==> config.mk <==
export PLATFORM = sky130hd
export DESIGN_NAME = dmux_rr_ctrl
export DESIGN_NICKNAME = d
export VERILOG_FILES = /design/src/rtl/dmux_pkg.sv /design/src/rtl/dmux_wdt.sv /design/src/rtl/dmux_rr_ctrl.sv
export SDC_FILE = /design/constraint.sdc
export NUM_CORES = 1
export LEC_CHECK = 0
export BUFFER_PORTS_ARGS = -buffer_cell sky130_fd_sc_hd__clkbuf_2
export CAP_MARGIN = 30
export CORE_UTILIZATION = 50
export DETAILED_ROUTE_END_ITERATION = 10
export PLACE_DENSITY = 0.78
export SYNTH_ARGS = -nofsm -noshare
export SYNTH_HDL_FRONTEND = slang
export SYNTH_SLANG_ARGS = --single-unit
==> constraint.sdc <==
create_clock -name clk -period 2.8 [get_ports clk]
set_input_delay 0.56 -clock clk [delete_from_list [all_inputs] [get_ports clk]]
set_output_delay 0.56 -clock clk [all_outputs]
set_load 0.01 [all_outputs]
==> src/rtl/dmux_pkg.sv <==
// Shared definitions for the round-robin demultiplexer controller:
// FSM state encoding, channel geometry and a one-hot decode helper.
package dmux_pkg;

  localparam int NCH  = 4;   // number of output channels
  localparam int SELW = 2;   // width of a channel select
  localparam int CNTW = 8;   // width of each delivered-word counter

  typedef enum logic {
    IDLE = 1'b0,
    SEND = 1'b1
  } state_t;

  // Decode a channel number into a one-hot channel vector.
  function automatic logic [NCH-1:0] onehot(input logic [SELW-1:0] s);
    logic [NCH-1:0] v;
    v    = '0;
    v[s] = 1'b1;
    return v;
  endfunction

endpackage

==> src/rtl/dmux_wdt.sv <==
// Wait-cycle watchdog for the SEND state: counts stalled cycles and flags
// when the count has reached the timeout limit TMO.
module dmux_wdt #(
  parameter int TMO = 15
) (
  input  logic clk,
  input  logic rst,
  input  logic clr,
  input  logic inc,
  output logic expired
);

  logic [7:0] wcnt;

  // Stall counter: clear wins over increment; the controller stops
  // incrementing once expired, so the count never passes TMO.
  always_ff @(posedge clk) begin
    // NOTE: non-blocking assignments for all clocked state, so every
    // register samples the values from before this edge.
    if (rst || clr) begin
      wcnt <= '0;
    end else if (inc) begin
      wcnt <= wcnt + 8'd1;
    end
  end

  assign expired = (wcnt == 8'(TMO));

endmodule

==> src/rtl/dmux_rr_ctrl.sv <==
// Controller in front of a 4-way demultiplexer. Accepts one word at a time,
// routes it round-robin or by address, holds it until the selected consumer
// takes it or the watchdog drops it, and keeps per-channel delivery counts
// and sticky timeout flags.
module dmux_rr_ctrl
  import dmux_pkg::*;
#(
  parameter int DW  = 32,
  parameter int TMO = 15
) (
  input  logic          clk,
  input  logic          rst,
  input  logic          en,
  input  logic          mode,
  input  logic [DW-1:0] din,
  input  logic [1:0]    din_dest,
  input  logic          din_valid,
  output logic          din_ready,
  output logic [1:0]    sel,
  output logic [DW-1:0] dout,
  output logic [3:0]    ch_valid,
  input  logic [3:0]    ch_ready,
  output logic [31:0]   cnt,
  output logic [3:0]    err
);

  state_t                state, state_d;
  logic [SELW-1:0]       sel_d, rr_ptr, rr_d, tgt;
  logic [DW-1:0]         dout_d;
  logic [NCH-1:0]        chv_d, err_d;
  logic [NCH*CNTW-1:0]   cnt_d;
  logic                  mode_q, mode_d;
  logic                  wdt_clr, wdt_inc, expired, done;

  // Only combinational output: a word may be offered whenever we sit idle.
  assign din_ready = (state == IDLE) && en && !rst;

  dmux_wdt #(.TMO(TMO)) u_wdt (
    .clk     (clk),
    .rst     (rst),
    .clr     (wdt_clr),
    .inc     (wdt_inc),
    .expired (expired)
  );

  // Next-state and next-output decode for capture, delivery and drop.
  always_comb begin
    // NOTE: every variable gets a default first, so no path leaves one
    // unassigned and no latch is inferred.
    state_d = state;
    sel_d   = sel;
    rr_d    = rr_ptr;
    dout_d  = dout;
    chv_d   = ch_valid;
    cnt_d   = cnt;
    err_d   = err;
    mode_d  = mode_q;
    wdt_clr = 1'b0;
    wdt_inc = 1'b0;
    done    = 1'b0;
    tgt     = mode ? din_dest : rr_ptr;

    case (state)
      IDLE: begin
        if (din_valid && din_ready) begin
          state_d = SEND;
          sel_d   = tgt;
          dout_d  = din;
          chv_d   = onehot(tgt);
          mode_d  = mode;
          wdt_clr = 1'b1;
        end
      end
      SEND: begin
        // A consumer taking the word on the expiry cycle still counts as
        // a delivery, so ready is tested ahead of the watchdog.
        if (ch_ready[sel]) begin
          cnt_d[sel*CNTW +: CNTW] = cnt[sel*CNTW +: CNTW] + 8'd1;
          done = 1'b1;
        end else if (expired) begin
          err_d[sel] = 1'b1;
          done = 1'b1;
        end else begin
          wdt_inc = 1'b1;
        end
      end
    endcase

    if (done) begin
      state_d = IDLE;
      dout_d  = '0;
      chv_d   = '0;
      if (!mode_q) rr_d = sel + 2'd1;
    end
  end

  // State and registered outputs; reset discards any word in flight.
  always_ff @(posedge clk) begin
    if (rst) begin
      state    <= IDLE;
      sel      <= '0;
      rr_ptr   <= '0;
      dout     <= '0;
      ch_valid <= '0;
      cnt      <= '0;
      err      <= '0;
      mode_q   <= 1'b0;
    end else begin
      state    <= state_d;
      sel      <= sel_d;
      rr_ptr   <= rr_d;
      dout     <= dout_d;
      ch_valid <= chv_d;
      cnt      <= cnt_d;
      err      <= err_d;
      mode_q   <= mode_d;
    end
  end

endmodule

==> results of run 1 <==
-- area by class of cell --
cell class	instances	area, um2	area share, %
clock buffer	9	123.9	2.824
inverter	6	22.52	0.5134
tap	80	100.1	2.282
sequential	86	1722	39.25
timing repair buffer	127	660.6	15.06
clock inverter	7	86.33	1.968
multi-input combinational	290	1672	38.11
-- worst max-delay path, delay by kind of cell (launching register included) --
kind,cells,cell delay [ps]
flops,1,640
buf+inv,1,270
xor+xnor,1,320
simple gates,2,230
mux,1,560
compound gates,1,150
-- flip-flops by register name, summed over array words and instances (netlist names) --
| name | count |
|---|---|
| err | 4 |
| cnt | 32 |
| dout | 32 |
| state | 1 |
| ch_valid | 4 |
| rr_ptr | 2 |
| mode_q | 1 |
| sel | 2 |
| u_wdt.wcnt | 8 |
-- logic make-up after synthesis --
family	Yosys count	synth area share (%)
AOI/OAI and AO/OA	89	13.92
xor gates and xnor gates	11	2.755
adders and majority gates	10	3.578
buffers and inverters	25	3.077
DFF	86	49.23
muxes	13	7.048
and+or+nand+nor	167	20.39
-- metal layers --
metal	vias to the layer above	part of all wire (%)	wire length, um	GRT usage, %
met2	113	49	4242	40.95
met1	1581	43	3675	29.72
met5	-	0	0	0
met3	11	6.4	548	6.352
li1	1611	-	-	-
met4	0	1.6	140	11.06
-- power breakdown --
part | total, mW | internal, mW | leakage [nW] | switching, mW
Sequential | 1.26 | 1.24 | 0.695 | 0.0148
Clock | 0.934 | 0.434 | 0.105 | 0.500
Combinational | 0.179 | 0.0711 | 1.02 | 0.108
-- final timing paths --
kind | cells past startpoint | start | endpoint
worst min register to register | 2 | dout[21] | dout[21]
worst max register to register | 6 | sel[1] | cnt[21]
worst max-delay path | 6 | sel[1] | cnt[21]
worst min-delay path | 3 | din[31] | dout[31]
-- cell usage after synthesis, types with 2 or more instances --
| library cell | count |
|---|---|
| mux4_2 | 8 |
| nand2b_1 | 2 |
| a211oi_1 | 2 |
| xor2_1 | 4 |
| o21ai_0 | 24 |
| buf_1 | 2 |
| mux2i_1 | 4 |
| nand2_1 | 105 |
| nor3_1 | 7 |
| clkbuf_1 | 13 |
| a22oi_1 | 10 |
| a21oi_1 | 49 |
| or3_1 | 5 |
| nor4_1 | 2 |
| dfxtp_1 | 86 |
| xnor2_1 | 7 |
| and2_1 | 2 |
| buf_2 | 2 |
| nand4_1 | 5 |
| nand3_1 | 5 |
| inv_1 | 6 |
| nor2_1 | 29 |
| ha_1 | 10 |
-- per-stage QoR --
stage	power (mW)	utilization (%)	cell area, um2
CTS	2.383	64.93	4387
global placement	1.460	61.81	4177
global route	2.464	64.93	4387
detailed placement	1.466	61.81	4177
floorplan	1.386	-	3497
finish	2.371	64.93	4387
==> metrics.md, run 1 <==
| Metric | Value |
|---|---|
| Outcome | finished clean |
| Grt total ovfl | 0 |
| Yosys reg bits | 86 |
| Post-CTS Setup Repair Bufs | 0 |
| Worst Max-Slew Pin Slew | 755.2 ps |
| CTS root buf | clkbuf_8 |
| Total Wirelength | 8.606 mm |
| # resized after CTS | 0 |
| Layout area overhead | 25.44% |
| Arrival time at the worst endpoint | 2530 ps |
| Commonest non-fill, non-tap cell in the layout | clkbuf_2 |
| Dpl hpwl | 6.240 mm |
| Cells along the critical path | buf_4 > mux4_2 > nand3_1 > nor2_1 > xnor2_1 > o21ai_0 |
| GP Congestion | 0.9103 |
| Worst vdd ir | 0.0003495 V |
| Final Setup Violations | 0 |
| FF-to-FF setup slack | 500 ps |
| # diodes | 0 |
| Setup Skew | 11.81 ps |
| Final routed DRC violation total | 0 |
| # placed instances | 589 |
| Core Area | 6756 um2 |
| Req. time, crit path | 3040 ps |
| Cell Area, Synth | 3497 um2 |
| Slew margin rel. | 49.62% |
| Worst path slowest cell | dfxtp_1 |
| Worst skew pair latency | 370 ps |
| EDFF count, synth | 0 |
| Die Span X | 85.63 um |
| FP Rows | 30 |
| Startpoint type of the worst setup path | flop |
| Area leader, netlist | dfxtp_1 |
| Hold WC Path Type | in -> reg |
| Slew Viols, Final | 0 |
| Post-synth ARST share | 0% |
| Leak pwr | 1.824 nW |
| Ports | 118 |
| Crit Path Class | reg -> reg |
| Cts hold-fix bufs | 0 |
| Finished Layout Cells | 605 |
| Seq/Total Area, Yosys | 49.23% |
| # H-tree levels | 3 |
| CTS max path bufs | 2 |
| Tot GR Track Use | 24.48% |
| Vias per cell | 5.481 |
| Share of the synthesized area in the top cell type | 49.23% |
| Initial antenna violation count | 0 |
| Max-cap viol count | 0 |
| Pin count of the biggest net entering global routing | 31 |
| Initial core utilization | 51.76% |
| Share of layout cells above drive strength 1 | 29.14% |
| FMAX | 0.4357 GHz |
| First-pass GRT wire length | 14.03 mm |
| Power per cell area | 540.6 nW/um2 |
| Ys Warns | 0 |
| Routed vias | 3316 |
| Drt first pass iters | 4 |
| CP endpoint kind | flop |
| RSZ-0062 raised after global routing | no |
| Chip height | 85.63 um |
| Synth cell types | 35 |
| Total CTS buffers | 9 |
| Final worst-path cycle share | 81.97% |
| Most frequent cells in the layout | 117 x clkbuf_2, 105 x nand2_1, 86 x dfxtp_1, 49 x a21oi_1, 29 x nor2_1 |
| Clk sink count | 86 |
| Leading post-synthesis cells by cell area | dfxtp_1 49%, nand2_1 11%, a21oi_1 7.0%, mux4_2 5.2%, ha_1 3.6% |
| CTS tree | yes |
| Total Neg Setup Slack | 0 ps |
| CP peak stage delay | 640 ps |
| Final Hold Vio Count | 0 |
| Port bufs | 117 |
| Worst-path clk slew | 100 ps |
| WL/cell | 14.22 um |
| Hold Slack | 395.0 ps |
| Syn Nets | 454 |
| Setup slack after layout | 504.9 ps |
| Post-layout net count | 573 |
| Fill count | 576 |
| Placement Setup Slack | 492.7 ps |
| Initial DRC Count | 151 |
| Vias in the first global route | 3080 |
| Min Tclk post-route | 2295 ps |
| Syn Area/Cell | 8.721 um2 |
| Detail Route Antenna Nets | 0 |
| Die area | 7333 um2 |
| Crit-path max FO | 9 |
| Synth Flop Type | dfxtp_1 |
| Mapped Cells | 401 |
Note: power is estimated with default switching activity, not from simulation.
==> run 2: changes to the inputs <==
Settings changed: ABC_AREA set to 1, CORE_UTILIZATION 50 to 52, PLACE_DENSITY 0.78 to 0.79.
Clock period 2.8 ns to 2.4 ns, I/O delays scaled along.
==> run 2 against run 1 <==
Area after synthesis up 14%. Via count up 18%. Hold slack worse by 58 ps. Count of clock-buffer cells in the layout unchanged. Flip-flop and latch count unchanged. Combinational power up 43%. Core utilization up 0.77 points. Critical path type unchanged. Critical path depth up 8. Critical endpoint is now cnt[20]. Clock power up 2%.
==> metrics.md, run 2 <==
| Metric | Value |
|---|---|
| Outcome | finished clean |
| Share of the synthesized area in the top cell type | 43.13% (-6.1 points) |
| Setup Skew | 8.477 ps (-3.334 ps) |
| Count leader, synth | nand2_1 |
| Share of layout cells above drive strength 1 | 27.11% (-2.0 points) |
| Ys Warns | 0 (unchanged) |
| Startpoint type of the worst setup path | flop |
| Hold WC Path Type | in -> reg |
| Vias in the first global route | 3540 (+15%) |
| Commonest non-fill, non-tap cell in the layout | nand2_1 |
| Largest regs | cnt: 32 flops, dout: 32 flops, u_wdt.wcnt: 8 flops |
| Final Util | 65.69% (+0.77 points) |
| Crit-path max FO | 24 (+15) |
| Most frequent cells in the layout | 184 x nand2_1, 117 x clkbuf_2, 86 x dfxtp_1, 76 x a21oi_1, 35 x inv_1 |
| Slew margin rel. | 66.91% (+17 points) |
| Cts hold-fix bufs | 0 (unchanged) |
| GP Congestion | 0.9111 (about the same) |
| Slew Viols, Final | 0 (unchanged) |
| Leading post-synthesis cells by cell area | dfxtp_1 43%, nand2_1 17%, a21oi_1 9.5%, inv_1 3.3%, ha_1 3.1% |
| Detail Route Antenna Nets | 0 (unchanged) |
| Drt first pass iters | 5 (+1) |
| Port bufs | 117 (unchanged) |
| Max-cap viol count | 0 (unchanged) |
| Syn Area/Cell | 7.488 um2 (-14%) |
| Core Area | 7331 um2 (+8.5%) |
| FMAX | 0.4801 GHz (+10%) |
| Area leader, netlist | dfxtp_1 |
| Post-layout net count | 701 (+22%) |
| Post-CTS Setup Repair Bufs | 0 (unchanged) |
| Power per cell area | 554.7 nW/um2 (+2.6%) |
| Tot GR Track Use | 26.10% (+1.6 points) |
| GR peak layer | met2 |
| Req. time, crit path | 2690 ps (-350 ps) |
| Mapped Cells | 533 (+33%) |
| Initial antenna violation count | 0 (unchanged) |
| Final worst-path cycle share | 86.78% (+4.8 points) |
| Final routed DRC violation total | 0 (unchanged) |
| Seq/Total Area, Yosys | 43.13% (-6.1 points) |
| First-pass GRT wire length | 16.00 mm (+14%) |
| Mux cell area share after synthesis | 0.5016% (-6.5 points) |
| Initial core utilization | 54.45% (+2.7 points) |
| Total Neg Setup Slack | 0 ps (unchanged) |
| Worst skew pair latency | 360 ps (about the same) |
| Post-Synth Simple-Gate Area | 31.69% (+11 points) |
| Synth cell types | 38 (+8.6%) |
| WL/cell | 13.29 um (-6.6%) |
| Total CTS buffers | 9 (unchanged) |
| CTS root buf | clkbuf_8 |
| Met3 Resource Use GR | 5.941% (-0.41 points) |
| Pin count of the biggest net entering global routing | 38 (+23%) |
| Met2 Use GR | 43.73% (+2.8 points) |
| EDFF count, synth | 0 (unchanged) |
| Post-synth ARST share | 0% (unchanged) |
| Syn Nets | 586 (+29%) |
| Final Setup Violations | 0 (unchanged) |
| Worst Max-Slew Pin Slew | 492.6 ps (-262.6 ps) |
| Die area | 8030 um2 (+9.5%) |
| Chip height | 89.61 um (+4.6%) |
| Cell Area, Synth | 3991 um2 (+14%) |
| Worst-path clk slew | 100 ps (about the same) |
| Synth Area in XOR/XNOR | 1.505% (-1.3 points) |
| Leak pwr | 2.075 nW (+14%) |
| Yosys reg bits | 86 (unchanged) |
| FP Rows | 31 (+3.3%) |
| Adder-cell share of the synthesized area | 3.135% (-0.44 points) |
| Dpl hpwl | 7.063 mm (+13%) |
| # resized after CTS | 0 (unchanged) |
| Crit Path Class | reg -> reg |
| Largest family of logic cells by synthesized area | simple AND/OR/NAND/NOR gates |
| Fill count | 649 (+13%) |
| Met1 usage | 31.55% (+1.8 points) |
| Die Span X | 89.61 um (+4.6%) |
| # H-tree levels | 3 (unchanged) |
| Compound-Gate Fraction of Synth Area | 12.41% (-1.5 points) |
| # diodes | 0 (unchanged) |
| RSZ-0062 raised after global routing | no |
| Final Hold Vio Count | 0 (unchanged) |
| Min Tclk post-route | 2083 ps (-212.3 ps) |
| CP endpoint kind | flop |
| Synth Flop Type | dfxtp_1 |
| Total Wirelength | 9.996 mm (+16%) |
| CTS tree | yes |
| Arrival time at the worst endpoint | 2370 ps (-160 ps) |
| Placed cell area | 4636 um2 (+11%) |
| Worst vdd ir | 0.0003349 V (-4.2%) |
| Grt total ovfl | 0 (unchanged) |
| Top post-synthesis cells by count | 184 x nand2_1, 86 x dfxtp_1, 76 x a21oi_1 |
| Vias per cell | 5.201 (-5.1%) |
| Layout area overhead | 20.66% |
| Ports | 118 (unchanged) |
| Routed vias | 3911 (+18%) |
| Clk sink count | 86 (unchanged) |
| Initial DRC Count | 163 (+7.9%) |
| Final non-filler cell area | 4816 um2 (+9.8%) |
| CTS max path bufs | 2 (unchanged) |
-- run 2: cell count changes in the layout (fill, tap and decap cells not counted), moves of 8 or more --
| cell | before | now |
|---|---|---|
| a21oi_1 | 49 | 76 |
| a22oi_1 | 10 | 2 |
| nor2_1 | 29 | 18 |
| nand3_1 | 5 | 21 |
| o21ai_0 | 24 | 14 |
| mux4_2 | 8 | 0 |
| nand2_2 | 0 | 11 |
| nand2_1 | 105 | 184 |
| inv_1 | 6 | 35 |
-- run 2: kinds of logic after synthesis --
group                      after synthesis
DFF                                     86
AOI/OAI and AO/OA                       96
muxes                                    2
and+or+nand+nor                        271
xor gates and xnor gates                 6
adders and majority gates               10
buffers and inverters                   62
-- run 2: area by class of cell --
cell class                      instances  area [um2]  share of cell area (%)
Clock inverter                          7       56.30                   1.169
Sequential cell                        86        1722                   35.75
Tap cell                               99       123.9                   2.572
Timing Repair Buffer                  127       673.1                   13.98
Clock buffer                            9       123.9                   2.572
Inverter                               39       151.4                   3.144
Multi-Input combinational cell        385        1966                   40.82
-- run 2: power by group --
part           switching (mW)  total (mW)  internal (mW)
clock                   0.560       0.949          0.389
sequential             0.0147        1.47           1.45
combinational           0.164       0.256         0.0924
-- run 2: final timing paths --
check                                end  startpoint  cells after the start  slack, ps
worst min-delay path            dout[20]     din[20]                      3        340
worst max register to register   cnt[20]      sel[0]                     14        320
worst max-delay path             cnt[20]      sel[0]                     14        320
worst min register to register    err[0]      err[0]                      2        450
-- run 2: layer usage --
metal	vias up	share of wire [%]	wire, um
met5	-	0	0
met1	1772	42	4159
li1	1954	-	-
met2	165	48	4825
met3	20	8.0	798
met4	0	2.1	213
-- run 2: metrics by stage --
| step | cells | hold WS, ps | setup slack [ps] | power [mW] |
|---|---|---|---|---|
| floorplan | 533 | 445.3 | 382.0 | 1.665 |
| CTS | 752 | 323.6 | 348.2 | 2.693 |
| global placement | 736 | 437.0 | 456.4 | 1.749 |
| finish | 752 | 336.7 | 317.2 | 2.672 |
| detailed placement | 736 | 442.3 | 365.2 | 1.756 |
| global route | 752 | 328.8 | 110.4 | 2.781 |
-- run 2: worst max-delay path, cell delays in order, from the launching register on --
cell and delay (ps):
dfxtp_1 350, buf_4 180, inv_6 170, nand2_1 70
nand2_1 70, nand2_1 60, nand2_2 110, ha_1 200
inv_1 60, nor2_2 150, nand2_1 80, xor2_1 150
nor2_2 140, nand2_1 70, a21oi_1 140
